**config.mk**
```make
export PLATFORM = sky130hd
export DESIGN_NAME = comparator_serial_n_flat
export DESIGN_NICKNAME = d
export VERILOG_FILES = /design/src/rtl/comparator_serial_n_if.sv /design/src/rtl/comparator_serial_n.sv /design/src/flat_wrapper.sv
export SDC_FILE = /design/constraint.sdc
export NUM_CORES = 1
export LEC_CHECK = 0
export CAP_MARGIN = 20
export CORE_ASPECT_RATIO = 0.7
export CORE_MARGIN = 2
export CORE_UTILIZATION = 30
export CTS_BUF_LIST = sky130_fd_sc_hd__clkbuf_8
export DETAILED_ROUTE_END_ITERATION = 12
export GPL_ROUTABILITY_DRIVEN = 0
export SLEW_MARGIN = 20
export SYNTH_ARGS = -nofsm -noshare
export SYNTH_HDL_FRONTEND = slang
export SYNTH_SLANG_ARGS = --single-unit
```
**constraint.sdc**
```tcl
create_clock -name in_clk -period 2.2 [get_ports in_clk]
set_input_delay 0.33 -clock in_clk [delete_from_list [all_inputs] [get_ports in_clk]]
set_output_delay 0.33 -clock in_clk [all_outputs]
set_load 0.02 [all_outputs]
```
**src/rtl/comparator_serial_n_if.sv**
```systemverilog
// Handshake and operand bundle for the MSB-first serial magnitude comparator.
interface comparator_serial_n_if #(
    parameter int WIDTH = 8
);
    logic             in_start;
    logic             in_signed;
    logic [WIDTH-1:0] in_A;
    logic [WIDTH-1:0] in_B;
    logic             out_busy;
    logic             out_done;
    logic [2:0]       out_C;

    modport master (
        output in_start, in_signed, in_A, in_B,
        input  out_busy, out_done, out_C
    );

    modport slave (
        input  in_start, in_signed, in_A, in_B,
        output out_busy, out_done, out_C
    );
endinterface

```
**src/rtl/comparator_serial_n.sv**
```systemverilog
// Serial comparator: scans one captured bit pair per clock, MSB first, stops on the first difference.
// States: IDLE wait for start | SCAN compare bit at idx_q | DONE one-cycle result pulse.
module comparator_serial_n #(
    parameter int WIDTH = 8
) (
    input  logic                  in_clk,
    input  logic                  in_rst,
    comparator_serial_n_if.slave  bus
);
    localparam int IDX_W = (WIDTH > 1) ? $clog2(WIDTH) : 1;
    localparam logic [IDX_W-1:0] IDX_MSB = IDX_W'(WIDTH - 1);

    localparam logic [1:0] S_IDLE = 2'd0;
    localparam logic [1:0] S_SCAN = 2'd1;
    localparam logic [1:0] S_DONE = 2'd2;

    logic [1:0]       state_q, state_d;
    logic [IDX_W-1:0] idx_q, idx_d;
    logic [WIDTH-1:0] a_q, a_d;
    logic [WIDTH-1:0] b_q, b_d;
    logic             sgn_q, sgn_d;
    logic [2:0]       c_q, c_d;
    logic             done_q, done_d;
    logic             busy_q, busy_d;
    logic             bit_a, bit_b, a_gt;

    always_comb begin
        state_d = state_q;
        idx_d   = idx_q;
        a_d     = a_q;
        b_d     = b_q;
        sgn_d   = sgn_q;
        c_d     = c_q;
        done_d  = 1'b0;
        bit_a   = a_q[idx_q];
        bit_b   = b_q[idx_q];
        // A sign bit of 1 means the smaller value, so the MSB decision flips in signed mode.
        a_gt    = bit_a ^ (sgn_q && (idx_q == IDX_MSB));
        case (state_q)
            S_IDLE: begin
                if (bus.in_start) begin
                    a_d     = bus.in_A;
                    b_d     = bus.in_B;
                    sgn_d   = bus.in_signed;
                    idx_d   = IDX_MSB;
                    state_d = S_SCAN;
                end
            end
            S_SCAN: begin
                if (bit_a != bit_b) begin
                    c_d     = a_gt ? 3'b100 : 3'b001;
                    done_d  = 1'b1;
                    state_d = S_DONE;
                end else if (idx_q == '0) begin
                    c_d     = 3'b010;
                    done_d  = 1'b1;
                    state_d = S_DONE;
                end else begin
                    idx_d   = idx_q - IDX_W'(1);
                end
            end
            S_DONE: begin
                state_d = S_IDLE;
            end
            default: begin
                state_d = S_IDLE;
            end
        endcase
        busy_d = (state_d != S_IDLE);
    end

    always_ff @(posedge in_clk or posedge in_rst) begin
        if (in_rst) begin
            state_q <= S_IDLE;
            idx_q   <= '0;
            a_q     <= '0;
            b_q     <= '0;
            sgn_q   <= 1'b0;
            c_q     <= 3'b000;
            done_q  <= 1'b0;
            busy_q  <= 1'b0;
        end else begin
            state_q <= state_d;
            idx_q   <= idx_d;
            a_q     <= a_d;
            b_q     <= b_d;
            sgn_q   <= sgn_d;
            c_q     <= c_d;
            done_q  <= done_d;
            busy_q  <= busy_d;
        end
    end

    assign bus.out_busy = busy_q;
    assign bus.out_done = done_q;
    assign bus.out_C    = c_q;
endmodule
```
**src/flat_wrapper.sv**
```systemverilog
// flat-port wrapper written by rule: the top's interface ports become plain ports
module comparator_serial_n_flat 
#(
    parameter int WIDTH = 8
)
  (in_clk, in_rst, bus_in_start, bus_in_signed, bus_in_A, bus_in_B, bus_out_busy, bus_out_done, bus_out_C);
  comparator_serial_n_if #(.WIDTH(WIDTH)) bus_i ();
  input  logic in_clk;
  input  logic in_rst;
  input wire logic [$bits(bus_i.in_start)-1:0] bus_in_start;
  input wire logic [$bits(bus_i.in_signed)-1:0] bus_in_signed;
  input wire logic [$bits(bus_i.in_A)-1:0] bus_in_A;
  input wire logic [$bits(bus_i.in_B)-1:0] bus_in_B;
  output wire logic [$bits(bus_i.out_busy)-1:0] bus_out_busy;
  output wire logic [$bits(bus_i.out_done)-1:0] bus_out_done;
  output wire logic [$bits(bus_i.out_C)-1:0] bus_out_C;
  assign bus_i.in_start = bus_in_start;
  assign bus_i.in_signed = bus_in_signed;
  assign bus_i.in_A = bus_in_A;
  assign bus_i.in_B = bus_in_B;
  assign bus_out_busy = bus_i.out_busy;
  assign bus_out_done = bus_i.out_done;
  assign bus_out_C = bus_i.out_C;
  comparator_serial_n #(.WIDTH(WIDTH)) u_core (.in_clk(in_clk), .in_rst(in_rst), .bus(bus_i));
endmodule
```
==> flow_summary.ini <==
[outcome]
outcome = complete, no violations

[sta]
finalMaxSlewViolations = 0
final.setup.tns_ns = 0
rsz0062_at_grt = no
layout_min_cycle_time_ns = 1.951
fin_crit_sh_pct = 88.68
fmax_mhz = 512.6
fin_ws_ns = 0.2490
hold_violations = 0
setup_viol = 0
slew-limit-headroom_pct = 74.69
worst_slew_pin_slew_ns = 0.3797
fin_skew_ns = 0.003769

[synth]
synth.largest_area_cell = dfrtp_1
syn_inst = 95
yosysMostFrequentCell = dfrtp_1
syn_nets = 118
synth_warnings = 0
yosysTopAreaCellShare_pct = 51.43
synth_common_cells = dfrtp_1 (27), mux2_2 (14), inv_1 (5)
synth.avg_cell_area_um2 = 13.83
synth-edff-count = 0
yosysSeqAreaShare_pct = 51.43
syn-cell-area_mm2 = 0.001314
synth_cell_types = 30
synth_top_cells_by_area = dfrtp_1 (51%), mux2_2 (12%), mux4_2 (5.1%), mux2_1 (3.4%), ha_1 (2.9%)
yosys_register_bits = 27
synthFlopType = dfrtp_1
async_flop_share_pct = 100.0

[clock_tree]
cts_tree = yes
cts_root_buf = clkbuf_8
cts_buffer_depth = 2
cts_resized = 0
cts_inserted_buffers = 3
hold_buffers = 0
clk_latency_ns = 0.27
htreeDepth = 1
clk_pin_slew_ns = 0.09
postCtsSetupRepairBufs = 0
cts_num_sinks = 27

[floorplanning]
fp.dieW_um = 83.10
die_h_um = 59.37
io_pins = 25
row_count = 20
die-area_mm2 = 0.004933
coreArea_mm2 = 0.004279
initial_utilization_pct = 30.70

[placement]
dp_slack_ns = 0.2529
numPortBuffers = 24
dpl.hpwl_um = 1629
dpl.cell_count = 172

[layout]
fin_cells = 176
multi_input_area_um2 = 598.1
nets = 145
seq_area_um2 = 675.6
fillers = 421
syn2layout_area_growth_pct = 26.86
drive_gt1_share_pct = 26.45
num_antenna_cells = 0

[grt]
grt_remaining_overflow = 0
grt_pass1_wl_um = 4029
antenna_found_initial = 0
gr-usage-all-layers_pct = 10.63
grt_max_degree = 28
grt_pass1_vias = 825

[drt]
wl_um = 2230
first_iter_violations = 35
dr_total_vias = 810
drc_errors = 0
dr.pass1.iters = 3
routedWlPerCell_um = 12.67
viasPerCell = 4.602
antenna_left = 0

[worst_setup_path]
slowest_stage = dfrtp_1
path_class = reg2reg
critPathLaunchType = register
cp-startpoint = u_core.idx_q[0]
reg2reg_from = u_core.idx_q[0]
worstPathArrival_ns = 2.15
crit_chain = mux4_2 > xnor2_2 > o21a_2 > mux2i_1
cp-end-kind = register
crit_required_ns = 2.40
worstPathMaxFanout = 8
slowest_delay_ns = 0.58
ff2ff_path_depth = 4

[power_and_ir_drop]
peakVddDrop_uv = 557.5
p_leak_nw = 0.6873
power_density_mw_per_mm2 = 1330

[run]
max_cap_violations = 0

[min_path]
min_path_type = in2async
critical path, delay by kind of cell (launching register included):
family / cells / cell delay (ns)
AO/OA/AOI/OAI: 1 / 0.24
XOR/XNOR: 1 / 0.27
flip-flops: 1 / 0.58
multiplexers: 2 / 0.78
cell type report:
cell class / count / area share, %
Clock buffer: 3 / 2.477
Clock inverter: 1 / 0.3003
Inverter: 6 / 1.351
Multi-Input combinational cell: 58 / 35.89
Sequential cell: 27 / 40.54
Tap cell: 55 / 4.129
Timing Repair Buffer: 26 / 15.32
through the flow:
stage / utilization [%] / instance area, um^2 / power (mW) / hold slack (ns)
after CTS: 38.95 / 1667 / 2.258 / 0.4164
after global placement: 37.87 / 1620 / 1.942 / 0.4696
after floorplan: - / 1314 / 1.717 / 0.3827
final: 38.95 / 1667 / 2.216 / 0.4066
after detailed placement: 37.87 / 1620 / 1.965 / 0.4771
after global routing: 38.95 / 1667 / 2.400 / 0.4432
sequential cells by signal (all words and copies together), names as in the netlist:
| register | flops |
|---|---|
| u_core.bus.out_C | 3 |
| u_core.bus.out_done | 1 |
| u_core.idx_q | 3 |
| u_core.b_q | 8 |
| u_core.a_q | 8 |
| u_core.state_q | 2 |
| u_core.sgn_q | 1 |
| u_core.bus.out_busy | 1 |
per-layer routing:
metal / up-vias / track usage, % / wire [um]
li1: 391 / - / -
met1: 395 / 15.36 / 1174
met2: 20 / 14.75 / 914
met3: 4 / 3.900 / 111
met4: 0 / 3.513 / 29
met5: - / 0 / 0
cells by family after synthesis:
group | after synthesis | share of synthesized area, %
mux | 25 | 24.38
flops | 27 | 51.43
simple gates | 13 | 5.523
fa+ha+maj | 3 | 2.857
xor+xnor | 6 | 4.572
buf+inv | 10 | 3.428
compound gates | 11 | 7.810
where the power goes:
group          internal (mW)  switching, mW  total (mW)
Sequential             0.723          0.181       0.904
Clock                  0.127          0.154       0.281
Combinational          0.606          0.426        1.03
Total                   1.46          0.760        2.22
cell usage in the layout, fill, tap and decap left out, types with 2 or more instances in the layout:
| cell type | n |
|---|---|
| o31a_1 | 2 |
| inv_1 | 5 |
| clkbuf_8 | 3 |
| clkdlybuf4s50_1 | 24 |
| xnor2_1 | 4 |
| mux2i_1 | 2 |
| nand2b_1 | 3 |
| buf_4 | 2 |
| ha_1 | 3 |
| mux2_2 | 14 |
| mux2_1 | 4 |
| mux4_2 | 3 |
| dfrtp_1 | 27 |
| nor2_1 | 4 |
| mux2_4 | 2 |
| o21ai_1 | 2 |
worst paths after layout:
check                           slack (ns)                   to
max in group asynchronous             1.52    u_core.state_q[0]
worst max-delay path                  0.25      u_core.idx_q[0]
worst min-delay path                  0.41        u_core.a_q[3]
worst max register to register        0.25      u_core.idx_q[0]
worst min register to register        0.49  u_core.bus.out_busy
min in group in_clk                   0.49  u_core.bus.out_busy
(Power assumes the default switching activity.)
